<file path="src/rtl/alu_cmd_sequencer.sv">
// Command front-end for the 4-bit ALU: buffers {op, a, b} in a small FIFO, issues one
// command at a time and registers {result, carry, zero} behind a valid/ready handshake.
module alu_cmd_sequencer #(
  parameter int unsigned WIDTH      = 4,
  parameter int unsigned FIFO_DEPTH = 2
) (
  input  logic             clk,
  input  logic             rst_n,
  input  logic             cmd_valid,
  output logic             cmd_ready,
  input  logic [1:0]       cmd_op,
  input  logic [WIDTH-1:0] cmd_a,
  input  logic [WIDTH-1:0] cmd_b,
  output logic [1:0]       alu_op,
  output logic [WIDTH-1:0] alu_a,
  output logic [WIDTH-1:0] alu_b,
  input  logic [WIDTH-1:0] alu_out,
  input  logic             alu_carry,
  output logic             res_valid,
  input  logic             res_ready,
  output logic [WIDTH-1:0] res_data,
  output logic             res_carry,
  output logic             res_zero,
  output logic [1:0]       res_op,
  output logic             busy
);

  localparam int unsigned AW = (FIFO_DEPTH > 1) ? $clog2(FIFO_DEPTH) : 1;
  localparam int unsigned EW = 2 + 2 * WIDTH;

  typedef enum logic [1:0] {StIdle, StExec, StDone} state_e;

  state_e           state_q, state_d;
  logic [EW-1:0]    mem_q [FIFO_DEPTH];
  logic [AW-1:0]    wr_ptr_q, wr_ptr_d, rd_ptr_q, rd_ptr_d;
  logic [AW:0]      count_q, count_d;
  logic             push, pop, full, empty;
  logic [1:0]       head_op;
  logic [WIDTH-1:0] head_a, head_b;

  logic [1:0]       alu_op_q, alu_op_d, res_op_q, res_op_d;
  logic [WIDTH-1:0] alu_a_q, alu_a_d, alu_b_q, alu_b_d, res_data_q, res_data_d;
  logic             res_valid_q, res_valid_d, res_carry_q, res_carry_d, res_zero_q, res_zero_d;

  assign full  = (count_q == (AW+1)'(FIFO_DEPTH));
  assign empty = (count_q == '0);
  assign push  = cmd_valid && !full;
  assign {head_op, head_a, head_b} = mem_q[rd_ptr_q];

  always_comb begin
    state_d     = state_q;
    pop         = 1'b0;
    alu_op_d    = alu_op_q;
    alu_a_d     = alu_a_q;
    alu_b_d     = alu_b_q;
    res_valid_d = res_valid_q;
    res_data_d  = res_data_q;
    res_carry_d = res_carry_q;
    res_zero_d  = res_zero_q;
    res_op_d    = res_op_q;
    case (state_q)
      StIdle: begin
        if (!empty) begin
          pop      = 1'b1;
          alu_op_d = head_op;
          alu_a_d  = head_a;
          alu_b_d  = head_b;
          state_d  = StExec;
        end
      end
      StExec: begin
        res_data_d  = alu_out;
        res_op_d    = alu_op_q;
        res_zero_d  = (alu_out == '0);
        // Only the arithmetic ops have a meaningful carry
        res_carry_d = alu_op_q[1] & alu_carry;
        res_valid_d = 1'b1;
        state_d     = StDone;
      end
      StDone: begin
        if (res_ready) begin
          res_valid_d = 1'b0;
          if (!empty) begin
            pop      = 1'b1;
            alu_op_d = head_op;
            alu_a_d  = head_a;
            alu_b_d  = head_b;
            state_d  = StExec;
          end else begin
            state_d  = StIdle;
          end
        end
      end
      default: state_d = StIdle;
    endcase
  end

  always_comb begin
    wr_ptr_d = push ? wr_ptr_q + AW'(1) : wr_ptr_q;
    rd_ptr_d = pop  ? rd_ptr_q + AW'(1) : rd_ptr_q;
    case ({push, pop})
      2'b10:   count_d = count_q + (AW+1)'(1);
      2'b01:   count_d = count_q - (AW+1)'(1);
      default: count_d = count_q;
    endcase
  end

  always_ff @(posedge clk) begin
    if (push) mem_q[wr_ptr_q] <= {cmd_op, cmd_a, cmd_b};
  end

  always_ff @(posedge clk or negedge rst_n) begin
    if (!rst_n) begin
      state_q     <= StIdle;
      wr_ptr_q    <= '0;
      rd_ptr_q    <= '0;
      count_q     <= '0;
      alu_op_q    <= '0;
      alu_a_q     <= '0;
      alu_b_q     <= '0;
      res_valid_q <= 1'b0;
      res_data_q  <= '0;
      res_carry_q <= 1'b0;
      res_zero_q  <= 1'b0;
      res_op_q    <= '0;
    end else begin
      state_q     <= state_d;
      wr_ptr_q    <= wr_ptr_d;
      rd_ptr_q    <= rd_ptr_d;
      count_q     <= count_d;
      alu_op_q    <= alu_op_d;
      alu_a_q     <= alu_a_d;
      alu_b_q     <= alu_b_d;
      res_valid_q <= res_valid_d;
      res_data_q  <= res_data_d;
      res_carry_q <= res_carry_d;
      res_zero_q  <= res_zero_d;
      res_op_q    <= res_op_d;
    end
  end

  assign cmd_ready = !full;
  assign busy      = (state_q != StIdle) || !empty;
  assign alu_op    = alu_op_q;
  assign alu_a     = alu_a_q;
  assign alu_b     = alu_b_q;
  assign res_valid = res_valid_q;
  assign res_data  = res_data_q;
  assign res_carry = res_carry_q;
  assign res_zero  = res_zero_q;
  assign res_op    = res_op_q;

endmodule

</file>
<file path="config.mk">
export PLATFORM = sky130hd
export DESIGN_NAME = alu_cmd_sequencer
export DESIGN_NICKNAME = d
export VERILOG_FILES = /design/src/rtl/alu_cmd_sequencer.sv
export SDC_FILE = /design/constraint.sdc
export NUM_CORES = 1
export LEC_CHECK = 0
export ABC_AREA = 1
export CAP_MARGIN = 10
export CORE_MARGIN = 5
export CORE_UTILIZATION = 40
export CTS_CLUSTER_DIAMETER = 50
export DETAILED_ROUTE_END_ITERATION = 12
export PLACE_DENSITY = 0.66
export SYNTH_ARGS = -nofsm -noshare
export SYNTH_HDL_FRONTEND = slang
export SYNTH_SLANG_ARGS = --single-unit
</file>
<file path="constraint.sdc">
create_clock -name clk -period 3 [get_ports clk]
set_input_delay 0.6 -clock clk [delete_from_list [all_inputs] [get_ports clk]]
set_output_delay 0.6 -clock clk [all_outputs]
set_load 0.01 [all_outputs]
</file>
==> impl_metrics.yaml <==
cells_and_area:
  drive_gt1_frac: 0.105
  fillers: 399
  n_antenna_cell: 0
  area_growth_pct: 29.6
  nets: 239
  fin_util: 0.536
  final_cells: 271
drt:
  post_drt_wl_per_cell_microns: 12.3
  drc: 0
  ant_nets: 0
  drt-initial-drc-count: 36
  totalWireLength_microns: 3330
  vias: 1249
  first_pass_iters: 4
  routed_via_density: 4.61
placed_design:
  dpl.hpwl_microns: 2380
  port_buffers: 39
  pre_cts_ws_ps: 693
  place_congestion: 0.720
  dp.cells: 264
timing:
  skew_ps: 3.26
  slew_headroom: 0.740
  hold_viol: 0
  setup_ws_ps: 893
  finalMaxSlewViolations: 0
  worst_pin_slew_ps: 390
  setup_viol: 0
  min_period_ps: 2110
  grt_setup_unrepaired: "no"
  min_period_over_period: 0.702
  tns_ps: 0
  max_clock_freq_ghz: 0.475
cts:
  cts_inserted_buffers: 5
  cts_sinks: 45
  worstSkewPairLatency_ps: 290
  clkTransAtPathRegs_ps: 80
  holdBufCountCts: 0
  clockBufferDepth: 2
  root_buffer: "clkbuf_8"
  postCtsSetupRepairBufs: 0
  ctsResizeCount: 0
  htreeDepth: 2
  cts_tree: "yes"
run_status:
  outcome: "complete, no violations"
hold_path:
  hold_path_class: "flop to flop"
grt:
  grt_overflow: 0
  grt.total_usage: 0.122
  grt_pass1_wl_microns: 5850
  grt_start_max_net_pins: 26
  grt_antenna_before_repair: 0
  grt_pass1_vias: 1311
floorplanning:
  coreArea_sq_mm: 0.00438
  die-area_sq_mm: 0.00598
  io_pins: 40
  fp.dieW_microns: 77.3
  start_util: 0.414
  fp.dieH_microns: 77.3
  fp-row-count: 24
synth:
  yosysTopAreaCell: "dfrtp_1"
  netlist_area_sq_mm: 0.00181
  synthTopCellsByArea: "dfrtp_1 35%, edfxtp_1 33%, nand2_1 15%, nand3_1 3.9%, nand2_2 3.5%"
  ys_ff_latch: 45
  synth-seq-area-share: 0.676
  synth_top_cell_area_share: 0.345
  netlist_instances: 175
  yosys_warnings: 0
  syn-mean-instance-area_sq_um: 10.4
  synthesis.nets: 195
  synthDistinctLibCells: 18
pwr:
  pwr-share-clk: 0.174
  p_leak_nw: 1.08
  p_total_mw: 2.47
  powerDensity_mw_per_mm2: 1050
  switching_power_uw: 894
  combPwrFrac: 0.410
  p_int_mw: 1.57
  p_seq_frac: 0.416
  switching_share: 0.362
  vdd_drop_max_uv: 417
run:
  cap_violations: 0
critical_path:
  critPathLaunchType: "flop"
  worstPathRequired_ps: 2400
  criticalPathCategory: "flop to output pin"
  r2r_setup_slack_ps: 1240
  worstPathArrival_ps: 1510
  worstPathMaxFanout: 4
  end_kind: "output pin"
-- cells by family after synthesis --
logic type / count (synthesis) / synth area share
simple gates: 106 / 0.249
flops: 45 / 0.676
buf+inv: 18 / 0.0518
compound gates: 4 / 0.0110
xor+xnor: 1 / 0.00483
fa+ha+maj: 1 / 0.00690
-- state kept, by name, summed over array words and instances, names as in the netlist --
register / flops
count_q: 2
state_q: 2
mem_q: 20
res_op: 2
alu_a: 4
res_carry: 1
alu_b: 4
res_zero: 1
rd_ptr_q: 1
wr_ptr_q: 1
alu_op: 2
res_data: 4
res_valid: 1
-- final cells by class --
type	count	area (sq um)	share of cell area
multi-input cells	112	493	0.210
clock buffers	5	68.8	0.0293
flip-flops and latches	45	1230	0.522
clock inverters	2	35.0	0.0149
well taps	52	65.1	0.0277
inverters	13	48.8	0.0208
repair buffers	42	413	0.176
-- per-layer routing --
metal | share of wire | up-vias | GRT usage
met5 | 0 | - | 0
met4 | 0.014 | 0 | 0.0567
met3 | 0.074 | 6 | 0.0410
met2 | 0.44 | 38 | 0.185
met1 | 0.47 | 568 | 0.157
li1 | - | 637 | -
-- synthesized netlist by cell type --
library cell / instances
dfrtp_1: 25
nand2_2: 10
nand3_1: 14
inv_2: 2
inv_1: 11
nand2_4: 1
o21ai_0: 2
buf_12: 1
edfxtp_1: 20
nand4_1: 1
xnor2_1: 1
nor3_1: 1
nand2_1: 72
buf_2: 2
buf_4: 2
ha_1: 1
nor2_1: 7
a21oi_1: 2
-- power groups by stage --
stage | logic [mW] | clock network [mW] | registers (mW)
floorplan | 0.628 | 0 | 1.06
global placement | 1.00 | 0 | 1.04
detailed placement | 1.03 | 0 | 1.04
CTS | 1.04 | 0.443 | 1.03
global route | 1.15 | 0.471 | 1.06
finish | 1.01 | 0.430 | 1.03
-- final timing paths --
| check | startpoint | end | cells after the start |
|---|---|---|---|
| worst max-delay path | count_q[0] | busy | 3 |
| worst min-delay path | res_op[1] | res_op[1] | 2 |
| worst max register to register | state_q[0] | count_q[1] | 10 |
| worst min register to register | res_op[1] | res_op[1] | 2 |
| max in group asynchronous | rst_n | alu_a[2] | 2 |
| min in group asynchronous | rst_n | wr_ptr_q | 2 |
-- cells in the final DEF, fill, tap and decap left out --
| cell | n |
|---|---|
| inv_2 | 2 |
| o21ai_0 | 2 |
| nor3_1 | 1 |
| clkinv_2 | 1 |
| clkbuf_8 | 5 |
| nand4_1 | 1 |
| buf_4 | 3 |
| ha_1 | 1 |
| nand2_1 | 72 |
| bufinv_16 | 1 |
| nand2_2 | 10 |
| nand2_4 | 1 |
| dfrtp_1 | 25 |
| inv_1 | 11 |
| clkdlybuf4s50_1 | 39 |
| nand3_1 | 14 |
| edfxtp_1 | 20 |
| a21oi_1 | 2 |
| nor2_1 | 7 |
| xnor2_1 | 1 |
-- through the flow --
stage	hold slack (ps)	cell area, sq um
after floorplan	304	1810
after global placement	460	2250
after detailed placement	464	2250
after CTS	485	2350
after global routing	504	2350
final	478	2350
-- worst max-delay path, cell delays in order, from the launching register on --
cell and delay [ps]:
dfrtp_1 420, nor2_1 190, nand3_1 110, clkdlybuf4s50_1 490
Note: power is estimated with default switching activity, not from simulation.
